==> config.mk <==
export PLATFORM = sky130hd
export DESIGN_NAME = alu_out_stage
export DESIGN_NICKNAME = d
export VERILOG_FILES = /design/src/rtl/alu_pkg.sv /design/src/rtl/src_select.sv /design/src/rtl/alu_out_stage.sv
export SDC_FILE = /design/constraint.sdc
export NUM_CORES = 1
export LEC_CHECK = 0
export ABC_CLOCK_PERIOD_IN_PS = 1550
export CORE_MARGIN = 5
export CORE_UTILIZATION = 42
export DETAILED_ROUTE_END_ITERATION = 7
export PLACE_DENSITY = 0.79
export SYNTH_ARGS = -nofsm -noshare
export SYNTH_HDL_FRONTEND = slang
export SYNTH_SLANG_ARGS = --single-unit
==> constraint.sdc <==
create_clock -name clk -period 1.55 [get_ports clk]
set_input_delay 0.31 -clock clk [delete_from_list [all_inputs] [get_ports clk]]
set_output_delay 0.31 -clock clk [all_outputs]
set_load 0.1 [all_outputs]
==> src/rtl/alu_pkg.sv <==
// Shared encodings for the ALU output stage: source selects, skid-buffer
// occupancy states and the result flag pair.
package alu_pkg;

    typedef enum logic [1:0] {
        OSEL_ADD = 2'd0,
        OSEL_SHF = 2'd1,
        OSEL_LOG = 2'd2
    } osel_e;

    typedef enum logic [1:0] {
        EMPTY = 2'd0,
        ONE   = 2'd1,
        TWO   = 2'd2
    } state_e;

    typedef struct packed {
        logic z;
        logic n;
    } flags_t;

endpackage

==> src/rtl/src_select.sv <==
// N-way result-bus multiplexer; any select at or beyond NSRC falls back to
// the last source (the logical unit in the default configuration).
module src_select #(
    parameter int W    = 8,
    parameter int NSRC = 3,
    parameter int SELW = 2
) (
    input  logic [NSRC*W-1:0] src_bus,
    input  logic [SELW-1:0]   sel,
    output logic [W-1:0]      y
);

    always_comb begin
        y = src_bus[(NSRC-1)*W +: W];
        for (int k = 0; k < NSRC - 1; k++) begin
            if (sel == SELW'(k)) begin
                y = src_bus[k*W +: W];
            end
        end
    end

endmodule

==> src/rtl/alu_out_stage.sv <==
// ALU output select with registered result/flags presented through a
// 2-entry skid buffer, plus a saturating count of downstream stall cycles.
module alu_out_stage
    import alu_pkg::*;
#(
    parameter int W    = 8,
    parameter int NSRC = 3,
    parameter int SELW = 2,
    parameter int CNTW = 16
) (
    input  logic              clk,
    input  logic              rst_n,
    input  logic [NSRC*W-1:0] src_bus,
    input  logic [SELW-1:0]   OSEL,
    input  logic              in_valid,
    output logic              in_ready,
    output logic [W-1:0]      Y,
    output logic              Z,
    output logic              N,
    output logic              out_valid,
    input  logic              out_ready,
    output logic [CNTW-1:0]   stall_cnt,
    input  logic              stall_clr
);

    function automatic flags_t mk_flags(input logic [W-1:0] d);
        flags_t f;
        f.z = (d == '0);
        f.n = d[W-1];
        return f;
    endfunction

    function automatic logic [CNTW-1:0] sat_inc(input logic [CNTW-1:0] v);
        return (&v) ? v : v + 1'b1;
    endfunction

    // ---- p0: combinational select and flag generation ----
    logic [W-1:0] sel_y_p0;
    flags_t       sel_f_p0;

    src_select #(
        .W    (W),
        .NSRC (NSRC),
        .SELW (SELW)
    ) u_src_select (
        .src_bus (src_bus),
        .sel     (OSEL),
        .y       (sel_y_p0)
    );

    assign sel_f_p0 = mk_flags(sel_y_p0);

    // ---- p1: main/skid registers and occupancy FSM ----
    state_e       state;
    logic [W-1:0] main_y_p1;
    flags_t       main_f_p1;
    logic [W-1:0] skid_y_p1;
    flags_t       skid_f_p1;
    logic         acc;
    logic         pop;

    // Handshake decodes depend only on registered state, never on out_ready.
    assign in_ready  = (state != TWO);
    assign out_valid = (state != EMPTY);
    assign acc       = in_valid & in_ready;
    assign pop       = out_valid & out_ready;

    always_ff @(posedge clk or negedge rst_n) begin
        if (!rst_n) begin
            state     <= EMPTY;
            main_y_p1 <= '0;
            main_f_p1 <= '0;
            skid_y_p1 <= '0;
            skid_f_p1 <= '0;
        end else begin
            case (state)
                EMPTY: begin
                    if (acc) begin
                        main_y_p1 <= sel_y_p0;
                        main_f_p1 <= sel_f_p0;
                        state     <= ONE;
                    end
                end
                ONE: begin
                    if (acc && !pop) begin
                        skid_y_p1 <= sel_y_p0;
                        skid_f_p1 <= sel_f_p0;
                        state     <= TWO;
                    end else if (acc && pop) begin
                        main_y_p1 <= sel_y_p0;
                        main_f_p1 <= sel_f_p0;
                    end else if (pop) begin
                        state <= EMPTY;
                    end
                end
                TWO: begin
                    if (pop) begin
                        main_y_p1 <= skid_y_p1;
                        main_f_p1 <= skid_f_p1;
                        state     <= ONE;
                    end
                end
                default: state <= EMPTY;
            endcase
        end
    end

    assign Y = main_y_p1;
    assign Z = main_f_p1.z;
    assign N = main_f_p1.n;

    // ---- stall accounting ----
    always_ff @(posedge clk or negedge rst_n) begin
        if (!rst_n) begin
            stall_cnt <= '0;
        end else if (stall_clr) begin
            stall_cnt <= '0;
        end else if (out_valid && !out_ready) begin
            stall_cnt <= sat_inc(stall_cnt);
        end
    end

endmodule
==> After elaboration in Yosys (flattened, before gate mapping) <==
Cells that the tools add are included.
{ "totals": {"register_bits": 38, "inputBits": 31, "out_inout_bits": 28, "wordCells": 59} }
{ "classes": {"add_sub_neg": 1, "eq_ne": 11, "muxes": 21, "bitwise": 2, "n_reduce_logical": 16} }
{ "op_table": {"columns": ["op", "n"], "rows": [
  ["16-bit 2-to-1 mux", 3],
  ["8-bit 2-to-1 mux", 6],
  ["8-bit one-hot mux with 3 select lines", 1],
  ["2-bit 2-to-1 mux", 9],
  ["16-bit by 1-bit adder with 16-bit output (second input constant)", 1],
  ["16-bit AND reduction", 1],
  ["2-bit != test (second input constant)", 6],
  ["2-bit one-hot mux with 3 select lines", 2],
  ["8-bit zero test", 1],
  ["3-bit != test (second input constant)", 2],
  ["5-bit AND reduction", 1],
  ["2-bit by 1-bit == test with 1-bit output (second input constant)", 2],
  ["2-bit zero test", 2],
  ["2-bit AND reduction", 2],
  ["4-bit AND reduction", 1],
  ["2-bit nonzero test", 2],
  ["1-bit logical AND", 3],
  ["3-bit nonzero test", 1],
  ["1-bit bitwise AND", 2],
  ["2-bit == test (second input constant)", 1],
  ["1-bit zero test", 2]
]} }

==> Longest topological paths before layout <==
Gate-level depths: netlist of the first run.
{ "logic_depth": {"ltp_word": 7, "mapped_depth": 6, "ltp_nobuf": 6} }

==> Cells and area by module <==
From an unflattened synthesis of the first run, not the netlist that was laid out.
{ "hier_totals": {"hier_cells": 203, "hier_area_um2": 2037.0} }
{ "by_module_without_submodules": {"columns": ["mod", "instances", "cells_each", "area_per_inst_um2", "seq_area_each_um2"], "rows": [
  ["alu_out_stage", 1, 177, 1864.3, 900.9],
  ["src_select", 1, 26, 172.7, 0.0]
]} }

==> Worst setup path before layout of the first run <==
No wires, ideal clock.
{ "synth_path": {"path_kind": "register to register", "start": "register stall_cnt[0]", "end": "register stall_cnt[7]", "setup_time_ns": 0.132, "arrival_time_ns": 2.234, "required_ns": 1.418, "setup_slack_ns": -0.816, "stages_incl_launch_ff": 7, "path_buffers": 0, "period_less_slack_ns": 2.366, "path_cell_list": "dfrtp_1 -> ha_1 -> inv_1 -> or4_4 -> nand4_1 -> xor2_1 -> nor2_1"} }
{ "synth_via": {"elab_chain_cells": 4, "elab_cells_between_ends": 7, "classes_between": "1 x add/sub; 1 x eq/ne; 3 x mux; 2 x reduce/logical"} }
{ "synth_lines": {"columns": ["item", "line_no", "text"], "rows": [
  ["start: declaration", "alu_out_stage.sv:22", "output logic [CNTW-1:0] stall_cnt,"],
  ["start signal: assignment", "alu_out_stage.sv:119", "stall_cnt <= sat_inc(stall_cnt);"],
  ["16-bit by 1-bit adder with 16-bit output", "alu_out_stage.sv:34", "return (&v) ? v : v + 1'b1;"],
  ["16-bit 2-to-1 mux", "alu_out_stage.sv:34", null],
  ["16-bit 2-to-1 mux", "alu_out_stage.sv:118", "end else if (out_valid && !out_ready) begin"],
  ["16-bit 2-to-1 mux", "alu_out_stage.sv:116", "end else if (stall_clr) begin"]
]} }
Several ways; a longest one is shown, not always the timed one. The select of a mux whose other input is x is not followed.
A chain may end at the register's enable or synchronous reset.

==> Worst setup path in the final report of the first run <==
Same ends and word-level chain as after synthesis.

==> reports/results.txt, run 1 <==
Status -> complete, but fails checks
Failing checks -> negative setup slack
Cell chain of the critical path -> ha_4 -> inv_2 -> or4_4 -> nand4_1 -> xor2_1 -> nor2_1
Footprint of the multi-input gates -> 0.00115 sq mm
Root Driver -> clkbuf_8
Worst-skew pair later-pin latency -> 0.30 ns
Routed WL -> 6.34 mm
Synth-to-layout area growth -> 87.8%
Compound-Gate Fraction of Synth Area -> 0.121
Grt ovf -> 0
RSZ-0062 raised after global routing -> true
Pleak -> 1.52 nW
Layout cells sized above 1 -> 0.464
Max Clk Rate -> 598 MHz
Pwr per Cell Area -> 1040 mW/mm^2
Crit path max-delay family -> simple AND/OR/NAND/NOR gates
Slowest-stage cell, CP -> or4_4
Worst path depth -> 6
Number of H-tree branching levels -> 2
First-pass GRT wire length -> 9.10 mm
Area leader, netlist -> dfrtp_1
Top_reg_cell synth -> dfrtp_1
Fin cells -> 371
Net Count, Synth -> 238
Required @ worst endpoint -> 1.74 ns
Critical Path AT -> 1.86 ns
Pre-CTS setup slack -> -0.582 ns
Rows -> 24
Mux contribution to synthesized area -> 0.0987
Die W -> 77.7 microns
Main combinational cell family by area after synthesis -> simple AND/OR/NAND/NOR gates
Reg power frac -> 0.342
Top cell type's share of synthesized area -> 0.468
Vias in the first global route -> 2030
Post-Synthesis Cells -> 206
CTS tree -> built
Most instantiated library cell after synthesis -> dfrtp_1
Largest net degree at the start of global routing -> 37
Critical path class -> register to register
Power Total -> 3.77 mW
Reg2Reg Depth -> 6
Fillers -> 229
Final TNS setup -> -0.388 ns
Drt initial violations -> 139
Reg area -> 965 sq um
HP Class -> input pin to asynchronous set/reset pin
Max cap viols -> 0
Simple-gate share of the synthesized area -> 0.222
Final period utilization -> 1.08
Worst Setup Start Kind -> register
Via count -> 2068
Clock Skew -> 0.00614 ns
Post-synth EDFFs -> 0
N_diodes -> 0
Post-synth ARST share -> 1.00
Buffers & Inverters on Critical Path -> 1
Final hold vios -> 0
Share of total power in the clock network -> 0.176
Sequential area share after synthesis -> 0.468
Post-synth top cells -> dfrtp_1, nor2_1, a21oi_1
Routed length per instance -> 17.1 microns
Adder-cell share of the synthesized area -> 0.00649
Die Ht -> 77.7 microns
Post-CTS Hold Fix Bufs -> 0
Top cells by area in the synthesized netlist -> dfrtp_1, nor2_1, a21oi_1, mux2i_1, mux2_1
Final WS setup -> -0.123 ns
Detailed Place HPWL -> 4.09 mm
FF+latch count, synth -> 36
Final setup violation count -> 6
Starting Density -> 0.437
TritonCTS buffer count -> 5
XOR/XNOR share of the synthesized area -> 0.0500
Port Buffer Count -> 58
Number of routed nets with antenna violations -> 0
Initial DRT Pass Iterations -> 4
Core Area -> 0.00441 sq mm
Die Area -> 0.00604 sq mm
Distinct cells, synth -> 40
Syn Area/Cell -> 9.35 sq um
Gr usage total -> 0.183
Post-DR vias/cell -> 5.57
Initial antenna violation count -> 0
Peak VDD IR -> 0.000619 V
Clk pin slew, worst setup/hold paths -> 0.07 ns
Crit path largest cell delay -> 0.55 ns
Net Switching -> 1.61 mW
CTS sink count -> 36
# IOs -> 59
Routability cong. -> 0.791
Max_slew headroom -> 0.854
Worst-path maximum fanout -> 4
Sw frac -> 0.426
NumNets Final -> 350
Max Slew Vio Count -> 0
Worst-margin pin slew -> 0.213 ns
Comb power frac -> 0.482
DRC viols -> 0
Crit end category -> register
P_int -> 2.16 mW
Fin util -> 0.820
Yosys warnings -> 0
Mapped Area -> 0.00193 sq mm
Clk buf depth -> 2
Min cycle time layout -> 1.67 ns
Post-Place Cells -> 352
## power groups by stage
stage	combinational, mW	sequential, mW	clock [mW]
4_1_cts	1.74	1.27	0.660
3_5_place_dp	1.68	1.29	0
5_1_grt	1.89	1.30	0.724
3_3_place_gp	1.65	1.28	0
6_report	1.82	1.29	0.665
2_1_floorplan	0.461	1.78	0
## per-stage QoR
stage,area [sq um],hold WS (ns)
after global routing,3620,0.409
after detailed placement,3260,0.472
after CTS,3470,0.392
final,3620,0.395
after global placement,3260,0.462
after floorplan,2030,0.0144
## repair_timing
item,in CTS,in global routing
pin swaps,13,12
cloned,0,1
resized for setup,18,30
endpoints found under the setup margin,17,34
setup buffers,8,4
## layout make-up
| cell class | count | area share |
|---|---|---|
| Clock buffer | 7 | 0.0211 |
| Multi-Input combinational cell | 156 | 0.317 |
| Clock inverter | 1 | 0.00138 |
| Inverter | 4 | 0.00519 |
| Tap cell | 52 | 0.0180 |
| Timing Repair Buffer | 115 | 0.371 |
| Sequential cell | 36 | 0.267 |
## per-layer routing
layer / track usage / wire length (microns) / up-vias
met1: 0.202 / 2290 / 991
met5: 0 / 0 / -
met2: 0.332 / 3370 / 105
li1: - / - / 947
met4: 0.0773 / 252 / 0
met3: 0.0451 / 429 / 25
## worst register-to-register path: cells and delay by family, from the launching register on
| family | cells | cell delay (ns) |
|---|---|---|
| fa+ha+maj | 1 | 0.16 |
| simple gates | 3 | 0.74 |
| xor+xnor | 1 | 0.18 |
| buf+inv | 1 | 0.05 |
| flops | 1 | 0.45 |
## placed cells by master, fill, tap and decap left out, types with 4 or more instances in the layout
cell,n
a21oi_1,19
buf_12,30
buf_4,47
buf_6,7
clkbuf_8,5
clkdlybuf4s50_1,28
dfrtp_1,17
dfrtp_4,16
mux2_1,4
mux2_4,4
mux2i_1,5
nand2_1,14
nand3_2,4
nand4_1,8
nor2_1,33
nor3_1,5
o21ai_0,8
xnor2_1,5
xor2_1,6
## flip-flops by register name, summed over array words and instances (netlist names)
name,cells
Y,8
Z,1
skid_f_p1,1
skid_y_p1,8
stall_cnt,16
state,2
## cells by family after synthesis
logic type / Yosys count
and+or+nand+nor: 86
AOI/OAI and AO/OA: 40
DFF: 36
muxes: 18
buffers and inverters: 14
xor gates and xnor gates: 11
adders and majority gates: 1
## worst paths after layout
check,from,to,slack [ns]
setup / recovery,stall_cnt[0],stall_cnt[7],-0.12
hold / removal,rst_n,stall_cnt[10],0.39
setup reg to reg,stall_cnt[0],stall_cnt[7],-0.12
hold reg to reg,skid_y_p1[0],skid_y_p1[0],0.49
max in group asynchronous,rst_n,stall_cnt[5],0.95
min in group clk,skid_y_p1[0],skid_y_p1[0],0.49
(Power assumes the default switching activity.)
==> run 2, diff against run 1 <==
CTS_CLUSTER_SIZE = 30   (was default)
==> results of run 2 <==
No change in the layout: final DEF, timing and power equal those of run 1.
